`src/rtl/spi_adc_responder_if.sv`:
```
// SPI link and sample bus between an spi_con-style controller and the ADC responder.
// Member names follow the responder's port naming (_in = into responder).
interface spi_adc_responder_if #(
    parameter int DATA_BITS = 10,
    parameter int NUM_CH    = 8
);
    logic                          chip_clk_in;
    logic                          chip_sel_in;
    logic                          chip_data_in;
    logic                          chip_data_out;
    logic [NUM_CH*DATA_BITS-1:0]   samples_in;
    logic                          cmd_valid_out;
    logic [2:0]                    channel_out;
    logic                          single_ended_out;
    logic                          busy_out;
    logic                          xfer_done_out;

    modport master (
        output chip_clk_in, chip_sel_in, chip_data_in, samples_in,
        input  chip_data_out, cmd_valid_out, channel_out, single_ended_out,
               busy_out, xfer_done_out
    );

    modport slave (
        input  chip_clk_in, chip_sel_in, chip_data_in, samples_in,
        output chip_data_out, cmd_valid_out, channel_out, single_ended_out,
               busy_out, xfer_done_out
    );
endinterface

```
`src/rtl/spi_adc_responder.sv`:
```
// MCP3008-style SPI responder: oversamples the controller's SPI lines, decodes
// start/SGL/D2..D0 and shifts back a null bit plus a DATA_BITS sample, MSB first.
module spi_adc_responder #(
    parameter int DATA_BITS = 10,
    parameter int NUM_CH    = 8
) (
    input  logic                clk_in,
    input  logic                rst_in,
    spi_adc_responder_if.slave  bus
);
    localparam int NW = $clog2(DATA_BITS + 8);
    localparam logic [NW-1:0] N_LAST_CMD = NW'(4);
    localparam logic [NW-1:0] N_FIRST_DATA = NW'(7);
    localparam logic [NW-1:0] N_LAST = NW'(6 + DATA_BITS);

    typedef enum logic [2:0] {IDLE, WAIT_START, CMD, RESP, DONE} state_t;

    state_t                 state_q, state_d;
    logic [1:0]             clk_sync_q, sel_sync_q, dat_sync_q;
    logic                   clk_prev_q;
    logic [NW-1:0]          n_q, n_d;
    logic [2:0]             cmd_q, cmd_d;
    logic [DATA_BITS-1:0]   shift_q, shift_d;
    logic                   dout_q, dout_d;
    logic                   cmd_valid_q, cmd_valid_d;
    logic [2:0]             ch_q, ch_d;
    logic                   sgl_q, sgl_d;
    logic                   busy_q, busy_d;
    logic                   done_q, done_d;

    logic clk_s, sel_s, dat_s, clk_rise, clk_fall;
    assign clk_s    = clk_sync_q[1];
    assign sel_s    = sel_sync_q[1];
    assign dat_s    = dat_sync_q[1];
    assign clk_rise = clk_s & ~clk_prev_q;
    assign clk_fall = ~clk_s & clk_prev_q;

    logic [DATA_BITS-1:0] ch_val [NUM_CH];
    for (genvar k = 0; k < NUM_CH; k++) begin : g_ch
        assign ch_val[k] = bus.samples_in[k*DATA_BITS +: DATA_BITS];
    end

    // The channel addressed by D2..D0 is also the minuend of the differential
    // pair, so single-ended and differential share one mux.
    logic [3:0]           full_cmd;
    logic [DATA_BITS-1:0] minu, subt, result;
    logic [DATA_BITS:0]   diff;
    assign full_cmd = {cmd_q, dat_s};
    assign minu     = ch_val[full_cmd[2:0]];
    assign subt     = ch_val[{full_cmd[2:1], ~full_cmd[0]}];
    assign diff     = {1'b0, minu} - {1'b0, subt};
    assign result   = full_cmd[3] ? minu : (diff[DATA_BITS] ? '0 : diff[DATA_BITS-1:0]);

    always_comb begin
        state_d     = state_q;
        n_d         = n_q;
        cmd_d       = cmd_q;
        shift_d     = shift_q;
        dout_d      = dout_q;
        ch_d        = ch_q;
        sgl_d       = sgl_q;
        busy_d      = busy_q;
        cmd_valid_d = 1'b0;
        done_d      = 1'b0;
        if (state_q == IDLE) begin
            if (!sel_s) state_d = WAIT_START;
        end else if (sel_s) begin
            // Deselect beats any clock edge seen in the same cycle.
            state_d = IDLE;
            dout_d  = 1'b0;
            busy_d  = 1'b0;
            n_d     = '0;
            done_d  = (state_q == DONE);
        end else begin
            case (state_q)
                WAIT_START: begin
                    if (clk_rise && dat_s) begin
                        busy_d  = 1'b1;
                        n_d     = NW'(1);
                        state_d = CMD;
                    end
                end
                CMD: begin
                    if (clk_rise) begin
                        n_d   = n_q + 1'b1;
                        cmd_d = full_cmd[2:0];
                        if (n_q == N_LAST_CMD) begin
                            shift_d     = result;
                            ch_d        = full_cmd[2:0];
                            sgl_d       = full_cmd[3];
                            cmd_valid_d = 1'b1;
                            state_d     = RESP;
                        end
                    end
                end
                RESP: begin
                    if (clk_rise) begin
                        n_d = n_q + 1'b1;
                        if (n_q == N_LAST) begin
                            state_d = DONE;
                            dout_d  = 1'b0;
                        end
                    end else if (clk_fall) begin
                        if (n_q >= N_FIRST_DATA && n_q <= N_LAST)
                            {dout_d, shift_d} = {shift_q, 1'b0};
                        else
                            dout_d = 1'b0;
                    end
                end
                default: ;
            endcase
        end
    end

    always_ff @(posedge clk_in or posedge rst_in) begin
        if (rst_in) begin
            clk_sync_q  <= 2'b00;
            sel_sync_q  <= 2'b11;
            dat_sync_q  <= 2'b00;
            clk_prev_q  <= 1'b0;
            state_q     <= IDLE;
            n_q         <= '0;
            cmd_q       <= '0;
            shift_q     <= '0;
            dout_q      <= 1'b0;
            cmd_valid_q <= 1'b0;
            ch_q        <= '0;
            sgl_q       <= 1'b0;
            busy_q      <= 1'b0;
            done_q      <= 1'b0;
        end else begin
            clk_sync_q  <= {clk_sync_q[0], bus.chip_clk_in};
            sel_sync_q  <= {sel_sync_q[0], bus.chip_sel_in};
            dat_sync_q  <= {dat_sync_q[0], bus.chip_data_in};
            clk_prev_q  <= clk_s;
            state_q     <= state_d;
            n_q         <= n_d;
            cmd_q       <= cmd_d;
            shift_q     <= shift_d;
            dout_q      <= dout_d;
            cmd_valid_q <= cmd_valid_d;
            ch_q        <= ch_d;
            sgl_q       <= sgl_d;
            busy_q      <= busy_d;
            done_q      <= done_d;
        end
    end

    assign bus.chip_data_out    = dout_q;
    assign bus.cmd_valid_out    = cmd_valid_q;
    assign bus.channel_out      = ch_q;
    assign bus.single_ended_out = sgl_q;
    assign bus.busy_out         = busy_q;
    assign bus.xfer_done_out    = done_q;
endmodule

```
`src/flat_wrapper.sv`:
```
// flat-port wrapper written by rule: the top's interface ports become plain ports
module spi_adc_responder_flat 
#(
    parameter int DATA_BITS = 10,
    parameter int NUM_CH    = 8
)
  (clk_in, rst_in, bus_chip_clk_in, bus_chip_sel_in, bus_chip_data_in, bus_samples_in, bus_chip_data_out, bus_cmd_valid_out, bus_channel_out, bus_single_ended_out, bus_busy_out, bus_xfer_done_out);
  spi_adc_responder_if #(.DATA_BITS(DATA_BITS), .NUM_CH(NUM_CH)) bus_i ();
  input  logic clk_in;
  input  logic rst_in;
  input wire logic [$bits(bus_i.chip_clk_in)-1:0] bus_chip_clk_in;
  input wire logic [$bits(bus_i.chip_sel_in)-1:0] bus_chip_sel_in;
  input wire logic [$bits(bus_i.chip_data_in)-1:0] bus_chip_data_in;
  input wire logic [$bits(bus_i.samples_in)-1:0] bus_samples_in;
  output wire logic [$bits(bus_i.chip_data_out)-1:0] bus_chip_data_out;
  output wire logic [$bits(bus_i.cmd_valid_out)-1:0] bus_cmd_valid_out;
  output wire logic [$bits(bus_i.channel_out)-1:0] bus_channel_out;
  output wire logic [$bits(bus_i.single_ended_out)-1:0] bus_single_ended_out;
  output wire logic [$bits(bus_i.busy_out)-1:0] bus_busy_out;
  output wire logic [$bits(bus_i.xfer_done_out)-1:0] bus_xfer_done_out;
  assign bus_i.chip_clk_in = bus_chip_clk_in;
  assign bus_i.chip_sel_in = bus_chip_sel_in;
  assign bus_i.chip_data_in = bus_chip_data_in;
  assign bus_i.samples_in = bus_samples_in;
  assign bus_chip_data_out = bus_i.chip_data_out;
  assign bus_cmd_valid_out = bus_i.cmd_valid_out;
  assign bus_channel_out = bus_i.channel_out;
  assign bus_single_ended_out = bus_i.single_ended_out;
  assign bus_busy_out = bus_i.busy_out;
  assign bus_xfer_done_out = bus_i.xfer_done_out;
  spi_adc_responder #(.DATA_BITS(DATA_BITS), .NUM_CH(NUM_CH)) u_core (.clk_in(clk_in), .rst_in(rst_in), .bus(bus_i));
endmodule
```
`config.mk`:
```
export PLATFORM = sky130hd
export DESIGN_NAME = spi_adc_responder_flat
export DESIGN_NICKNAME = d
export VERILOG_FILES = /design/src/rtl/spi_adc_responder_if.sv /design/src/rtl/spi_adc_responder.sv /design/src/flat_wrapper.sv
export SDC_FILE = /design/constraint.sdc
export NUM_CORES = 1
export LEC_CHECK = 0
export ABC_CLOCK_PERIOD_IN_PS = 4470
export BUFFER_PORTS_ARGS = -buffer_cell sky130_fd_sc_hd__buf_4
export CAP_MARGIN = 10
export CORE_MARGIN = 2
export CORE_UTILIZATION = 34
export CTS_CLUSTER_SIZE = 24
export DETAILED_ROUTE_END_ITERATION = 16
export HOLD_SLACK_MARGIN = 0.15
export PLACE_DENSITY_LB_ADDON = 0.25
export SETUP_SLACK_MARGIN = 0.05
export SYNTH_ARGS = -nofsm -noshare
export SYNTH_HDL_FRONTEND = slang
export SYNTH_SLANG_ARGS = --single-unit
```
`constraint.sdc`:
```
create_clock -name clk_in -period 4.47 [get_ports clk_in]
set_input_delay 0.894 -clock clk_in [delete_from_list [all_inputs] [get_ports clk_in]]
set_output_delay 0.894 -clock clk_in [all_outputs]
set_load 0.01 [all_outputs]
```
Word-level counts from Yosys, hierarchy flattened
Cells that the tools add are included.

Bits in registers: 36. Bits of input ports: 85. Output and inout bits: 8. Logic and storage cells: 110.

Add/sub/neg operators: 2. $lt $le $gt $ge: 4. Equal/unequal tests: 20. Mux-type cells: 43. Bitwise operators: 9. Reduce and logical (&&, ||, !) cells: 18.

Operators with widths (number): 2-to-1 mux 10 bit (11); binary-select mux 10 bit (select 3 bit) (2); 2-to-1 mux 3 bit (8); != test 4 x 1 -> 1 bit (second input constant) (5); case mux 10 bit (2 select lines) (1); 2-to-1 mux 1 bit (16); 2-to-1 mux 5 bit (3); AND reduction 4 bit (3); subtractor 10 x 10 -> 11 bit (1); case mux 5 bit (2 select lines) (1); case mux 3 bit (3 select lines) (1); >= comparator 4 bit (second input constant) (2); != test 2 x 1 -> 1 bit (second input constant) (4); inverter 3 -> 4 bit (2); AND reduction 8 bit (1); nonzero test 2 bit (4); AND reduction 7 bit (1); equality test 3 x 2 -> 1 bit (second input constant) (2); != test 3 x 1 -> 1 bit (second input constant) (2); nonzero test 3 bit (2); adder 5 x 1 -> 5 bit (second input constant) (1); equality test 5 x 3 -> 1 bit (second input constant) (1); equality test 5 bit (second input constant) (1); >= comparator 5 x 3 -> 1 bit (second input constant) (1); other kinds (13) (20).

Longest topological paths before layout
Gate-level depths: netlist (run 1).

Word-level depth: 11. Gate-level depth with buffers: 14. Gate-level depth less buffers: 10.

Worst setup path before layout (run 1)
Ideal clock, no wire load.

Kind: input-to-reg. From: input bus_samples_in[60]. To: register u_core.shift_q[2]. Setup time: 0.090 ns. Arrival: 3.280 ns. Required time: 4.380 ns. Path slack: 1.100 ns. Stages on the path: 11. Buffers on the path: 1. Cells stage by stage: mux4_2 > mux2_2 > ha_1 > fa_1 > nor2b_1 > o31ai_1 > a2111oi_0 > or2_1 > buf_2 > a22oi_1 > o221ai_1.

Cells in the longest elaborated chain, start to end: 9. Elaborated cells on any way between the ends: 12. Classes of those cells: add/sub (1); mux (11).

RTL lines: start: declaration (RTL line flat_wrapper.sv:14) `input wire logic [$bits(bus_i.samples_in)-1:0] bus_samples_in;`; binary-select mux 10 bit (select 3 bit), on equally long branches (RTL line spi_adc_responder.sv:49, spi_adc_responder.sv:50); 2-to-1 mux 10 bit, on equally long branches (2 in series) (RTL line spi_adc_responder.sv:49, spi_adc_responder.sv:50); subtractor 10 x 10 -> 11 bit (*) (RTL line spi_adc_responder.sv:51) `assign diff = {1'b0, minu} - {1'b0, subt};`; 2-to-1 mux 10 bit (*) (2 in series) (RTL line spi_adc_responder.sv:52) `assign result = full_cmd[3] ? minu : (diff[DATA_BITS] ? '0 : diff[DATA_BITS-1:0]);`; 2-to-1 mux 10 bit (*) (RTL line spi_adc_responder.sv:87) `if (n_q == N_LAST_CMD) begin`; 2-to-1 mux 10 bit (*) (RTL line spi_adc_responder.sv:84) `if (clk_rise) begin`; case mux 10 bit (2 select lines) (*) (RTL line spi_adc_responder.sv:75) `case (state_q)`; end signal: assignment (RTL line spi_adc_responder.sv:139) `shift_q <= shift_d;`; end: declaration (RTL line spi_adc_responder.sv:23) `logic [DATA_BITS-1:0] shift_q, shift_d;`.

Every way passes the cells marked *; elsewhere a longest branch is shown, timed or not. The select of a mux whose other input is x is not followed. A chain may end at the register's enable or synchronous reset.

Worst setup path in the final report (run 1)
From: register u_core.dat_sync_q[1]. To: register u_core.shift_q[5].

Cells in the longest elaborated chain, start to end: 11. Elaborated cells on any way between the ends: 15. Classes of those cells: add/sub (1); mux (11); bitwise (3).

RTL lines: start: declaration (RTL line spi_adc_responder.sv:19) `logic [1:0] clk_sync_q, sel_sync_q, dat_sync_q;`; start signal: assignment (RTL line spi_adc_responder.sv:134) `dat_sync_q <= {dat_sync_q[0], bus.chip_data_in};`; inverter 1 bit (RTL line spi_adc_responder.sv:50) `assign subt = ch_val[{full_cmd[2:1], ~full_cmd[0]}];`; inverter 3 -> 4 bit (RTL line spi_adc_responder.sv:50); binary-select mux 10 bit (select 3 bit) (RTL line spi_adc_responder.sv:50); 2-to-1 mux 10 bit (implied by the code) (2 in series) (RTL line spi_adc_responder.sv:50); subtractor 10 x 10 -> 11 bit (RTL line spi_adc_responder.sv:51); 2-to-1 mux 10 bit (RTL line spi_adc_responder.sv:52); 2-to-1 mux 10 bit (*) (RTL line spi_adc_responder.sv:52); 2-to-1 mux 10 bit (*) (RTL line spi_adc_responder.sv:87); 2-to-1 mux 10 bit (*) (RTL line spi_adc_responder.sv:84); case mux 10 bit (2 select lines) (*) (RTL line spi_adc_responder.sv:75).

Marks and branches as above.

==> results.py, run 1 <==
metrics = {
    "status": {
        "status": "finished clean",
    },
    "die": {
        "dieWidth_um": 103,
        "coreArea_um2": 9640,
        "initial_core_util_pct": 34.5,
        "die_h_um": 103,
        "rows": 36,
        "io_pins": 93,
        "die_area_um2": 10600,
    },
    "power": {
        "p_leak_uw": 0.00178,
        "seq_power_share_pct": 29.0,
        "p_clk_share_pct": 19.0,
        "power_density_nw_per_um2": 359,
        "ir_drop_mv": 0.132,
        "switching_share_pct": 37.3,
        "p_int_uw": 958,
        "power_switching_uw": 570,
        "power_frac_comb_pct": 52.0,
    },
    "sta": {
        "hold_viol": 0,
        "drv_slew": 0,
        "worst_pin_slew_ns": 0.892,
        "grt_setup_unrepaired": "false",
        "skew_ns": 0.00654,
        "fin_ws_ns": 0.763,
        "slew_headroom_pct": 40.5,
        "fmax_mhz": 270,
        "finalCritPeriodShare_pct": 82.9,
        "hold_ws_ns": 0.365,
        "setup-tns-final_ns": 0,
        "finalSetupViolations": 0,
        "period_minus_slack_ns": 3.71,
    },
    "yosys": {
        "ys_warn_count": 0,
        "yosysUniqueCellTypes": 56,
        "synth.net_count": 406,
        "ys_seq_area_share_pct": 27.1,
        "synth_area_um2": 3330,
        "async_flop_share_pct": 100,
        "synth_edf_count": 0,
        "synth_cells": 306,
        "synth_area_per_cell_um2": 10.9,
        "synth-seq-cells": 36,
        "synth_ff_type": "dfrtp_1",
    },
    "routing": {
        "dr.pass1.iters": 4,
        "antenna_left": 0,
        "drtIter0Drc": 165,
        "drc": 0,
        "routedWlPerCell_um": 15.9,
        "wl_um": 8360,
        "vias": 2813,
        "viasPerCell": 5.37,
    },
    "clock_network": {
        "clk_pin_slew_ns": 0.08,
        "numCtsBuffers": 5,
        "cts_setup_buffers": 0,
        "clk_path_buf_depth": 2,
        "ctsHoldBuffers": 0,
        "cts_root_buf": "clkbuf_8",
        "cts.sinks": 36,
        "insertion_delay_ns": 0.29,
        "cts_tree": "built",
        "htreeDepth": 2,
        "post_cts_resized": 0,
    },
    "place": {
        "routabilityCongestion": 0.910,
        "dp_cells": 516,
        "place_area_um2": 4150,
        "dp_hpwl_um": 6590,
        "place_ws_ns": 0.637,
        "port_buffers": 92,
    },
    "global_route": {
        "grt_use_total_pct": 16.1,
        "grt_max_degree": 37,
        "antenna_found_initial": 0,
        "grt_pass1_vias": 2777,
        "grt_pass1_wl_um": 13600,
        "gr-total-overflow": 0,
    },
    "setup_path": {
        "path_max_fanout": 20,
        "cp.required_ns": 4.63,
        "setup.worst_path.start_class": "flop",
        "cp.arrival_ns": 3.87,
        "endpoint_kind": "flop",
        "path_class": "reg2reg",
    },
    "finish": {
        "fill_cells": 929,
        "post_layout_nonfiller_instances": 524,
        "diodes": 0,
        "final_area_um2": 4250,
        "final_layout_size_suffix_gt1_share_pct": 43.2,
        "synthToLayoutAreaGrowth_pct": 27.7,
        "nets": 490,
    },
    "worst_hold_path": {
        "min-delay-path-class": "reg2reg",
    },
    "flow_run": {
        "drv_cap": 0,
    },
}
==> routing by layer <==
| metal | vias to the layer above | part of all wire (%) | track usage, % |
|---|---|---|---|
| li1 | 1365 | - | - |
| met1 | 1348 | 45 | 22.4 |
| met2 | 94 | 48 | 26.3 |
| met3 | 6 | 6.3 | 3.73 |
| met4 | 0 | 0.63 | 2.33 |
| met5 | - | 0 | 0 |
==> sequential cells by signal, summed over array words and instances (netlist names), 2 cells and up <==
signal                  flops
u_core.bus.channel_out      3
u_core.clk_sync_q           2
u_core.cmd_q                3
u_core.dat_sync_q           2
u_core.n_q                  5
u_core.sel_sync_q           2
u_core.shift_q             10
u_core.state_q              3
==> worst max-delay path: stages, from the launching register on <==
cell and delay [ns]:
dfrtp_1 0.93, buf_4 0.37, mux2_2 0.39, ha_1 0.36
nor2b_1 0.18, o31ai_1 0.29, a2111oi_0 0.16, or2_1 0.35
a221oi_1 0.42, o21ai_1 0.12
==> synthesized netlist by cell type, types with 5 or more instances <==
master / n / area share (%)
o21ai_1: 10 / 1.5
clkbuf_1: 5 / 0.56
nor2_1: 11 / 1.2
buf_2: 11 / 1.7
o22ai_1: 6 / 1.1
dfrtp_1: 34 / 26
inv_1: 14 / 1.6
ha_1: 14 / 5.3
nand3b_1: 6 / 1.4
o21ai_0: 16 / 2.4
mux2_2: 13 / 4.4
mux4_2: 36 / 24
nand2_1: 22 / 2.5
a21oi_1: 16 / 2.4
nor2b_1: 5 / 0.94
mux2i_1: 11 / 3.3
==> layout make-up <==
| type | count | area (um^2) | share of cell area (%) |
|---|---|---|---|
| Clock inverter | 2 | 35.0 | 0.824 |
| Inverter | 14 | 52.6 | 1.24 |
| Tap cell | 133 | 166 | 3.91 |
| Timing Repair Buffer | 98 | 748 | 17.6 |
| Sequential cell | 36 | 905 | 21.3 |
| Multi-Input combinational cell | 235 | 2270 | 53.5 |
| Clock buffer | 6 | 72.6 | 1.71 |
==> final timing paths <==
check	startpoint	to	slack (ns)	cells past startpoint
min in group asynchronous	rst_in	u_core.bus.channel_out[1]	0.70	3
worst max register to register	u_core.dat_sync_q[1]	u_core.shift_q[5]	0.76	9
worst max-delay path	u_core.dat_sync_q[1]	u_core.shift_q[5]	0.76	9
max in group asynchronous	rst_in	u_core.cmd_q[0]	3.42	3
worst min-delay path	u_core.dat_sync_q[0]	u_core.dat_sync_q[1]	0.37	0
worst min register to register	u_core.dat_sync_q[0]	u_core.dat_sync_q[1]	0.37	0
==> per-stage QoR <==
stage	utilization, %	total power (uW)
2_1_floorplan	-	1030
3_3_place_gp	43.0	1230
3_5_place_dp	43.0	1240
4_1_cts	44.1	1530
5_1_grt	44.1	1640
6_report	44.1	1530
==> cell usage in the layout (no fill, tap or decap), types with 3 or more instances in the layout <==
master and instances:
or3_1 3, o22ai_1 6, buf_4 97, xor2_1 4, mux2i_1 11, ha_1 14
nor3_1 4, mux2_2 13, nand4_1 4, nor2_1 11, o21ai_1 10, nand2b_1 3
a21oi_1 16, nor2b_1 5, xnor2_1 3, nand2_1 22, nand3b_1 6, clkbuf_8 5
mux2_4 4, a221oi_1 4, dfrtp_1 33, a31oi_1 3, nand3_1 4, o21ai_0 16
mux4_2 36, inv_1 14
==> cells by family (layout without fill, tap and decap cells) <==
kind of cell               Yosys count  in the layout  synth area share [%]
AOI/OAI and AO/OA                   77             77                  15.3
and+or+nand+nor                     72             72                  11.4
muxes                               64             64                  33.9
DFF                                 36             36                  27.1
buffers and inverters               35            120                  4.58
adders and majority gates           15             15                  5.86
xor gates and xnor gates             7              7                  1.84
==> power groups by stage <==
stage / combinational, uW / clock (uW) / sequential, uW
after detailed placement: 790 / 0 / 450
final: 794 / 290 / 443
after global routing: 877 / 306 / 455
after CTS: 793 / 294 / 445
after floorplan: 626 / 0 / 407
after global placement: 779 / 0 / 448
Power figures use the tool's default switching activity.
==> inputs of run 2 (changes only) <==
--- a/config.mk
+++ b/config.mk
@@ -5,7 +5,7 @@
 export SDC_FILE = /design/constraint.sdc
 export NUM_CORES = 1
 export LEC_CHECK = 0
-export ABC_CLOCK_PERIOD_IN_PS = 4470
+export ABC_CLOCK_PERIOD_IN_PS = 3200
 export BUFFER_PORTS_ARGS = -buffer_cell sky130_fd_sc_hd__buf_4
 export CAP_MARGIN = 10
 export CORE_MARGIN = 2
==> constraint.sdc (replaced) <==
create_clock -name clk_in -period 3.2 [get_ports clk_in]
set_input_delay 0.64 -clock clk_in [delete_from_list [all_inputs] [get_ports clk_in]]
set_output_delay 0.64 -clock clk_in [all_outputs]
set_load 0.01 [all_outputs]
==> results.py, run 2 (same netlist as run 1, synthesis figures left out) <==
metrics = {
    "routing": {
        "wl_um": 8650,
        "drc": 0,
        "viasPerCell": 5.18,
        "vias": 2966,
        "antenna_left": 0,
        "routedWlPerCell_um": 15.1,
        "drtIter0Drc": 94,
        "dr.pass1.iters": 4,
    },
    "finish": {
        "fin_util_pct": 49.3,
        "post_layout_nonfiller_instances": 573,
        "diodes": 0,
        "final_area_um2": 4750,
        "nets": 539,
        "largest_reg_flops": 10,
        "reg_top3": "u_core.shift_q: 10 flops, u_core.n_q: 5 flops",
        "mostFrequentLayoutCells": "buf_4, mux4_2, dfrtp_1",
        "final_common_cell": "buf_4",
        "synthToLayoutAreaGrowth_pct": 42.8,
        "final_layout_size_suffix_gt1_share_pct": 53.0,
        "top_register": "u_core.shift_q",
    },
    "sta": {
        "worst_pin_slew_ns": 0.742,
        "fmax_mhz": 318,
        "drv_slew": 0,
        "slew_headroom_pct": 50.4,
        "skew_ns": 0.0100,
        "finalSetupViolations": 0,
        "grt_setup_unrepaired": "true",
        "setup-tns-final_ns": 0,
        "hold_viol": 0,
        "period_minus_slack_ns": 3.15,
        "finalCritPeriodShare_pct": 98.4,
    },
    "die": {
        "rows": 36,
        "io_pins": 93,
        "coreArea_um2": 9640,
        "initial_core_util_pct": 34.5,
        "die_area_um2": 10600,
        "die_h_um": 103,
        "dieWidth_um": 103,
    },
    "status": {
        "status": "finished clean",
    },
    "clock_network": {
        "clk_path_buf_depth": 2,
        "insertion_delay_ns": 0.29,
        "numCtsBuffers": 5,
        "cts_root_buf": "clkbuf_8",
        "htreeDepth": 2,
        "cts.sinks": 36,
        "cts_tree": "built",
        "clk_pin_slew_ns": 0.08,
    },
    "place": {
        "routabilityCongestion": 0.915,
        "dp_cells": 558,
        "port_buffers": 92,
        "place_area_um2": 4460,
        "dp_hpwl_um": 6850,
    },
    "setup_path": {
        "r2r-start": "u_core.cmd_q[0]",
        "worstReg2RegEnd": "u_core.shift_q[1]",
        "cp-endpoint": "u_core.shift_q[1]",
        "critPathLaunch": "u_core.cmd_q[0]",
        "endpoint_kind": "flop",
        "r2r_cells": 13,
        "path_max_fanout": 9,
        "path_class": "reg2reg",
        "cp.required_ns": 3.35,
        "cp.arrival_ns": 3.30,
        "setup.worst_path.start_class": "flop",
        "reg2reg_slack_ns": 0.05,
    },
    "global_route": {
        "gr-total-overflow": 0,
        "grt_use_total_pct": 16.9,
        "grt_max_degree": 37,
        "antenna_found_initial": 0,
        "grt_pass1_vias": 2979,
        "grt_pass1_wl_um": 14200,
    },
    "worst_hold_path": {
        "min-delay-path-class": "reg2reg",
    },
    "power": {
        "finalPower_uw": 2500,
        "p_leak_uw": 0.00203,
        "power_density_nw_per_um2": 526,
        "ir_drop_mv": 0.214,
    },
    "flow_run": {
        "drv_cap": 0,
    },
}
## run 2: cell count changes in the layout (fill, tap and decap cells not counted), sizes merged
| cell | previous run | this run |
|---|---|---|
| buf | 98 | 147 |
| bufinv | 1 | 0 |
| clkinvlp | 0 | 1 |
## run 2: area by class of cell
cell class	count	area, um^2
multi-input cells	235	2400
fillers	888	4890
clock inverters	2	12.5
clock buffers	6	72.6
inverters	14	52.6
well taps	133	166
repair buffers	147	1150
flip-flops and latches	36	906
## run 2: stage by stage
| stage | hold WS (ns) | worst slack (ns) |
|---|---|---|
| after global placement | 0.332 | -0.170 |
| final | 0.354 | 0.0516 |
| after floorplan | 0.331 | 0.0835 |
| after detailed placement | 0.337 | -0.262 |
| after global routing | 0.360 | -0.0734 |
| after CTS | 0.354 | 0.0484 |
## run 2: critical path, stage by stage (launching register included)
cell and delay [ns]:
dfrtp_2 0.42, buf_12 0.15, buf_4 0.14, buf_4 0.13, mux4_2 0.41, mux2_4 0.30
ha_4 0.25, o21a_1 0.22, o31ai_4 0.08, a2111oi_2 0.10, or2_1 0.24, buf_4 0.16
a221oi_1 0.28, o22ai_1 0.12
## run 2: what timing repair did
| action | in CTS | in global routing |
|---|---|---|
| resized for setup | 10 | 19 |
| buffers inserted | 4 | 3 |
| pin swaps | 1 | 7 |
| hold endpoints to repair | 0 | 0 |
| endpoints found under the setup margin | 9 | 9 |
| hold buffers | 0 | 0 |
## run 2: power breakdown
part	total (uW)	switching, uW	internal, uW
Combinational	1590	685	908
Sequential	587	61.7	525
Clock	318	166	152
Total	2500	913	1590
## run 2: how the worst min path moves through the flow
stage | start | cells past startpoint | endpoint | slack (ns)
final | u_core.dat_sync_q[0] | 0 | u_core.dat_sync_q[1] | 0.35
after global routing | u_core.dat_sync_q[0] | 0 | u_core.dat_sync_q[1] | 0.36
after CTS | u_core.dat_sync_q[0] | 0 | u_core.dat_sync_q[1] | 0.35
after detailed placement | u_core.dat_sync_q[0] | 0 | u_core.dat_sync_q[1] | 0.34
after global placement | u_core.dat_sync_q[0] | 0 | u_core.dat_sync_q[1] | 0.33
after floorplan | u_core.clk_sync_q[0] | 0 | u_core.clk_sync_q[1] | 0.33
## run 2: layer usage
layer / share of wire [%] / global-route usage (%) / vias up
met5: 0 / 0 / -
met4: 1.2 / 3.14 / 0
met3: 4.1 / 2.98 / 9
met2: 47 / 27.2 / 75
met1: 48 / 24.1 / 1418
li1: - / - / 1464
